$ cat config.mk
export PLATFORM = sky130hd
export DESIGN_NAME = wbc_kw11l
export DESIGN_NICKNAME = d
export VERILOG_FILES = /design/src/rtl/kw11l_pkg.sv /design/src/rtl/wbc_tick_det.sv /design/src/rtl/wbc_kw11l.sv
export SDC_FILE = /design/constraint.sdc
export NUM_CORES = 1
export LEC_CHECK = 0
export CAP_MARGIN = 20
export CORE_MARGIN = 2
export CORE_UTILIZATION = 26
export CTS_BUF_LIST = sky130_fd_sc_hd__clkbuf_4
export DETAILED_ROUTE_END_ITERATION = 10
export GPL_ROUTABILITY_DRIVEN = 0
export GPL_TIMING_DRIVEN = 0
export PLACE_DENSITY = 0.77
export SYNTH_ARGS = -nofsm -noshare
export SYNTH_HDL_FRONTEND = slang
export SYNTH_SLANG_ARGS = --single-unit
$ cat constraint.sdc
create_clock -name wb_clk_i -period 0.9 [get_ports wb_clk_i]
set_input_delay 0.09 -clock wb_clk_i [delete_from_list [all_inputs] [get_ports wb_clk_i]]
set_output_delay 0.09 -clock wb_clk_i [all_outputs]
set_load 0.02 [all_outputs]
$ cat src/rtl/kw11l_pkg.sv
// Shared definitions for the KW11-L line time clock: CSR bit positions,
// register offsets, default vector and the interrupt handshake states.
package kw11l_pkg;

  localparam int CSR_MON_BIT = 7;
  localparam int CSR_IE_BIT  = 6;

  localparam logic [8:0] KW11L_VECTOR_DEFAULT = 9'o100;

  localparam logic ADR_CSR     = 1'b0;
  localparam logic ADR_TICKCNT = 1'b1;

  typedef enum logic [1:0] {
    ST_IDLE = 2'd0,
    ST_REQ  = 2'd1,
    ST_DONE = 2'd2
  } irq_state_t;

  function automatic logic [15:0] csr_word(input logic mon, input logic ie);
    logic [15:0] w;
    w              = 16'h0000;
    w[CSR_MON_BIT] = mon;
    w[CSR_IE_BIT]  = ie;
    return w;
  endfunction

endpackage

$ cat src/rtl/wbc_tick_det.sv
// Rising-edge detector for a same-domain level tick, gated by an enable.
// Emits exactly one tick_ev cycle per rising edge of i_tick while enabled.
module wbc_tick_det (
  input  logic clk,
  input  logic srst,
  input  logic i_tick,
  input  logic i_ena,
  output logic o_tick_ev
);

  logic r_tick_q;

  always_ff @(posedge clk) begin
    if (srst) begin
      r_tick_q <= 1'b0;
    end else begin
      r_tick_q <= i_tick;
    end
  end

  assign o_tick_ev = i_tick & ~r_tick_q & i_ena;

endmodule

$ cat src/rtl/wbc_kw11l.sv
// KW11-L line time clock with Wishbone CSR and vectored irq/iack handshake.
// Define KW11L_TICKCNT_EN to add a 16-bit tick counter at word address 1.
module wbc_kw11l
  import kw11l_pkg::*;
#(
  parameter logic [8:0] VECTOR      = KW11L_VECTOR_DEFAULT,
  parameter logic       ENA_DEFAULT = 1'b1
) (
  input  logic        wb_clk_i,
  input  logic        wb_rst_i,
  input  logic        wb_adr_i,
  input  logic [15:0] wb_dat_i,
  output logic [15:0] wb_dat_o,
  input  logic        wb_cyc_i,
  input  logic        wb_stb_i,
  input  logic        wb_we_i,
  input  logic [1:0]  wb_sel_i,
  output logic        wb_ack_o,
  input  logic        tick_i,
  input  logic        ena_i,
  output logic        irq_o,
  output logic [8:0]  ivec_o,
  input  logic        iack_i
);

  logic       r_ack;
  logic [15:0] r_dat;
  logic       r_mon;
  logic       r_ie;
  irq_state_t r_state;
  irq_state_t w_state_next;
  logic       w_irq;
  logic       w_tick_ev;
  logic       w_acc;
  logic       w_wr;
  logic       w_csr_sel;
  logic       w_csr_wr;
  logic [15:0] w_rd_data;

  wbc_tick_det u_tick_det (
    .clk       (wb_clk_i),
    .srst      (wb_rst_i),
    .i_tick    (tick_i),
    .i_ena     (ena_i & ENA_DEFAULT),
    .o_tick_ev (w_tick_ev)
  );

  // The access edge is the one at which ack rises; writes commit there.
  assign w_acc    = wb_cyc_i & wb_stb_i & ~r_ack;
  assign w_wr     = w_acc & wb_we_i;
  assign w_csr_wr = w_wr & w_csr_sel & wb_sel_i[0];

`ifdef KW11L_TICKCNT_EN
  logic [15:0] r_cnt;
  logic [15:0] w_cnt_next;
  logic [15:0] w_cnt_inc;
  logic        w_cnt_wr;

  assign w_csr_sel = (wb_adr_i == ADR_CSR);
  assign w_cnt_wr  = w_wr & (wb_adr_i == ADR_TICKCNT) & (|wb_sel_i);
  assign w_cnt_inc = r_cnt + 16'd1;

  // A bus write suppresses that cycle's increment, even on an unwritten lane.
  for (genvar gi = 0; gi < 2; gi++) begin : g_cnt_lane
    assign w_cnt_next[gi*8 +: 8] =
      w_cnt_wr  ? (wb_sel_i[gi] ? wb_dat_i[gi*8 +: 8] : r_cnt[gi*8 +: 8]) :
      w_tick_ev ? w_cnt_inc[gi*8 +: 8] : r_cnt[gi*8 +: 8];
  end

  always_ff @(posedge wb_clk_i) begin
    if (wb_rst_i) begin
      r_cnt <= 16'h0000;
    end else begin
      r_cnt <= w_cnt_next;
    end
  end

  assign w_rd_data = (wb_adr_i == ADR_TICKCNT) ? r_cnt : csr_word(r_mon, r_ie);
`else
  logic w_unused;
  assign w_unused  = &{1'b0, wb_adr_i, wb_dat_i[15:8], wb_sel_i[1]};
  assign w_csr_sel = 1'b1;
  assign w_rd_data = csr_word(r_mon, r_ie);
`endif

  always_ff @(posedge wb_clk_i) begin
    if (wb_rst_i) begin
      r_ack   <= 1'b0;
      r_dat   <= 16'h0000;
      r_mon   <= 1'b0;
      r_ie    <= 1'b0;
      r_state <= ST_IDLE;
    end else begin
      r_ack   <= wb_cyc_i & wb_stb_i & ~r_ack;
      r_state <= w_state_next;
      if (w_acc) begin
        r_dat <= w_rd_data;
      end
      // A tick beats a same-cycle clearing write.
      if (w_tick_ev) begin
        r_mon <= 1'b1;
      end else if (w_csr_wr && !wb_dat_i[CSR_MON_BIT]) begin
        r_mon <= 1'b0;
      end
      if (w_csr_wr) begin
        r_ie <= wb_dat_i[CSR_IE_BIT];
      end
    end
  end

  // DONE holds irq low for one cycle so the arbiter cannot double-acknowledge.
  always_comb begin
    w_state_next = r_state;
    w_irq        = 1'b0;
    case (r_state)
      ST_IDLE: begin
        if (w_tick_ev && r_ie) begin
          w_state_next = ST_REQ;
        end
      end
      ST_REQ: begin
        w_irq = 1'b1;
        if (iack_i) begin
          w_state_next = ST_DONE;
        end else if (w_csr_wr && !wb_dat_i[CSR_IE_BIT]) begin
          w_state_next = ST_IDLE;
        end
      end
      ST_DONE: begin
        w_state_next = ST_IDLE;
      end
      default: begin
        w_state_next = ST_IDLE;
      end
    endcase
  end

  assign wb_ack_o = r_ack;
  assign wb_dat_o = r_dat;
  assign irq_o    = w_irq;
  assign ivec_o   = VECTOR;

endmodule
==> results.md <==
* Min-delay src: wb_rst_i
* Most frequent standard cell in the layout excluding fill and tap cells: buf_4
* Net load switching power at 0.2671 mW
* Mapped Area at 514.2 µm²
* Critical path fanouts, max at 7
* WHS Endpoint: wb_dat_o[7]
* Placed Cells at 117
* Part of the total power dissipated in sequential elements at 40.7%
* Max incr delay on CP at 310 ps
* Post-DP HPWL at 753.9 µm
* Antenna Cells at 0
* Mean routed wirelength per cell at 7.317 µm
* Core Footprint at 1922 µm²
* Synth Warn # at 0
* Final Skew at 1.943 ps
* IO buf count at 14
* Number of DRC violations after detailed-routing iteration 0 at 2
* Proportion of synthesized area in mux cells at 3.893%
* Setup-failing EPs final at 4
* Syn Inst Count at 55
* Number of nets in the layout at 122
* Area growth, synth to finish at 50.37%
* Number of antenna violations at the first check in global routing at 0
* Reg-to-reg startpoint: wb_ack_o
* Final wirelength at 878 µm
* Clock buffers created by TritonCTS at 3
* Sw frac at 29.47%
* Mean instance size in the synthesized netlist at 9.350 µm²
* Final Instance Count excl. Fillers at 120
* Highest achievable clock rate at 1031 MHz
* Minimum period implied by the final worst setup slack at 969.8 ps
* Clock power frac at 30.6%
* Wire length of the first global-routing pass at 1.414 mm
* Overall die area at 2350 µm²
* Xor/xnor share of the synthesized area at 0%
* Worst path cell trace: nand3b_4, o31ai_2, a21oi_1
* Worst-Skew Late Latency at 250 ps
* Residual DRC at 0
* Minimum setup slack among reg-to-reg paths at -70 ps
* Library cell occupying the most area in the post-synthesis netlist: buf_4
* Combinational share of power at 28.7%
* Violations in the final reports: setup timing
* Area share of fa/ha/maj cells after synthesis at 0%
* Yosys reg bits at 8
* Starting density of the core at 26.76%
* Peak ir drop on the vdd network at 410.2 µV
* Basic-gate share of the synthesized area counting and, or, nand and nor cells at 18.49%
* Post-route setup TNS at -160.8 ps
* Fraction of layout instances using a drive strength above 1 at 40.86%
* Leakage power figure at 0.4197 nW
* Top post-synthesis cells by area: buf_4 (34%), dfxtp_1 (31%), mux2i_1 (3.9%)
* Main combinational cell family by area after synthesis: buffers and inverters
* Vias in the first global route at 365
* RR Endpoint: r_mon
* Origin of the worst setup path: wb_ack_o
* Number of cells on the worst hold path at 2
* Proportion of netlist area held by the largest area contributor at 33.58%
* Die Height at 48.48 µm
* Worst reg2reg path depth at 3
* Unrepaired setup endpoints after global routing: true
* Post-detailed-route via-to-cell ratio at 3.358
* Part of the cycle the worst path needs at 107.8%
* Remaining global-route overflow at 0
* Slew Viols, Final at 0
* Antenna-violating nets left at 0
* Standard cell with the maximum stage delay on the critical path: dfxtp_2
* CTS max path bufs at 2
* Clock Sinks at 8
* Max-cap violation count at 0
* Site Rows at 16
* Distinct cell type count of the synthesized netlist at 18
* Data required time at the worst endpoint at 1030 ps
* Finished Core Util at 40.23%
* Total iterations of the first detailed-routing run at 2
* Final count of hold timing violations at 0
* Number of ports placed on the die boundary at 54
* Outcome: finished with violations
* Horiz. Die Dim at 48.48 µm
* Clock-pin slew on the worst setup and hold paths at 60 ps
* Internal power at 0.6392 mW
* TritonCTS clock tree: yes
* Maximum number of pins on one net before global-route repair at 9
* Total number of H-tree levels at 1
* Root buffer cell: clkbuf_4
* Worst setup SP type: register
* Kind of end point of the critical path: register
* Final setup margin at -69.80 ps
* Share of the synthesized area in compound gates (AO/OA/AOI/OAI) at 10.71%
* Commonest cells after routing, fill and taps aside: buf_4 (24), conb_1 (23), clkdlybuf4s50_1 (9), dfxtp_1 (6)
* Total routing usage reported by global routing at 8.322%
* Sequential area share after synthesis at 31.14%
* Class of the tightest hold or removal check: input pin to register
* Vias at 403
* Power Dens Cells at 1172 nW/µm²
* Type of the worst setup path: register to register
* CP Data Arrival Time at 1100 ps
-- synth_stat cells (all sizes together) --
cell,instances
o31ai,1
o21ai,1
a21oi,1
conb,2
inv,1
mux2i,2
nor2b,3
o32ai,1
nand2,2
dfxtp,8
nor3,1
and3,1
buf,23
nand3b,3
nor2,4
o41ai,1
-- critical path, delay by kind of cell, from the launching register on --
kind	cells	cell delay, ps
compound gates	2	320
flops	1	310
simple gates	1	200
-- cell families after synthesis --
kind of cell / Yosys count
buffers and inverters: 24
and+or+nand+nor: 14
DFF: 8
AOI/OAI and AO/OA: 5
muxes: 2
other: 2
-- flip-flops by register name (all words and copies together), names as in the netlist --
register             count
r_ie                     1
wb_dat_o                 2
wb_ack_o                 1
r_mon                    1
r_state                  2
u_tick_det.r_tick_q      1
-- final cells by class --
class | instances | area (µm²)
Fill cell | 204 | 1149
Multi-Input combinational cell | 44 | 256.5
Buffer | 23 | 172.7
Sequential cell | 8 | 162.7
Timing Repair Buffer | 14 | 121.4
Tap cell | 27 | 33.78
Clock buffer | 3 | 22.52
Inverter | 1 | 3.754
-- through the flow --
stage	power (mW)	worst slack, ps	instance area [µm²]	hold slack [ps]
after global routing	0.9605	-110.5	773.2	352.7
after global placement	0.6351	-281.7	768.2	461.2
after detailed placement	0.6386	-331.5	768.2	484.5
after floorplan	0.5720	-55.32	594.3	155.0
after CTS	0.9229	-80.10	773.2	328.0
final	0.9063	-69.80	773.2	340.1
-- per-layer routing --
layer / track usage, % / part of all wire [%] / vias up
li1: - / - / 211
met3: 4.630 / 12 / 2
met1: 6.564 / 32 / 170
met5: 0 / 0 / -
met2: 14.58 / 54 / 20
met4: 7.143 / 2.2 / 0
-- repair_timing --
item                                   4_1_cts  5_1_grt
gates resized for setup                     19        0
endpoints found under the hold margin        0        0
setup endpoints to repair                    7        5
cloned                                       0        0
pin swaps                                    0        0
setup buffers                                0        0
hold buffers                                 0        0
-- power by group through the flow --
stage | Combinational [mW] | Sequential [mW] | Clock [mW]
3_5_place_dp | 0.262 | 0.377 | 0
6_report | 0.260 | 0.369 | 0.278
2_1_floorplan | 0.192 | 0.380 | 0
3_3_place_gp | 0.259 | 0.376 | 0
4_1_cts | 0.257 | 0.369 | 0.297
5_1_grt | 0.278 | 0.369 | 0.313
-- worst max-delay path by stage --
stage | end | cells after the start
2_1_floorplan | r_mon | 3
3_3_place_gp | r_state[0] | 4
3_5_place_dp | r_state[0] | 4
4_1_cts | r_mon | 3
5_1_grt | r_mon | 3
6_report | r_mon | 3
Power figures use the tool's default switching activity.
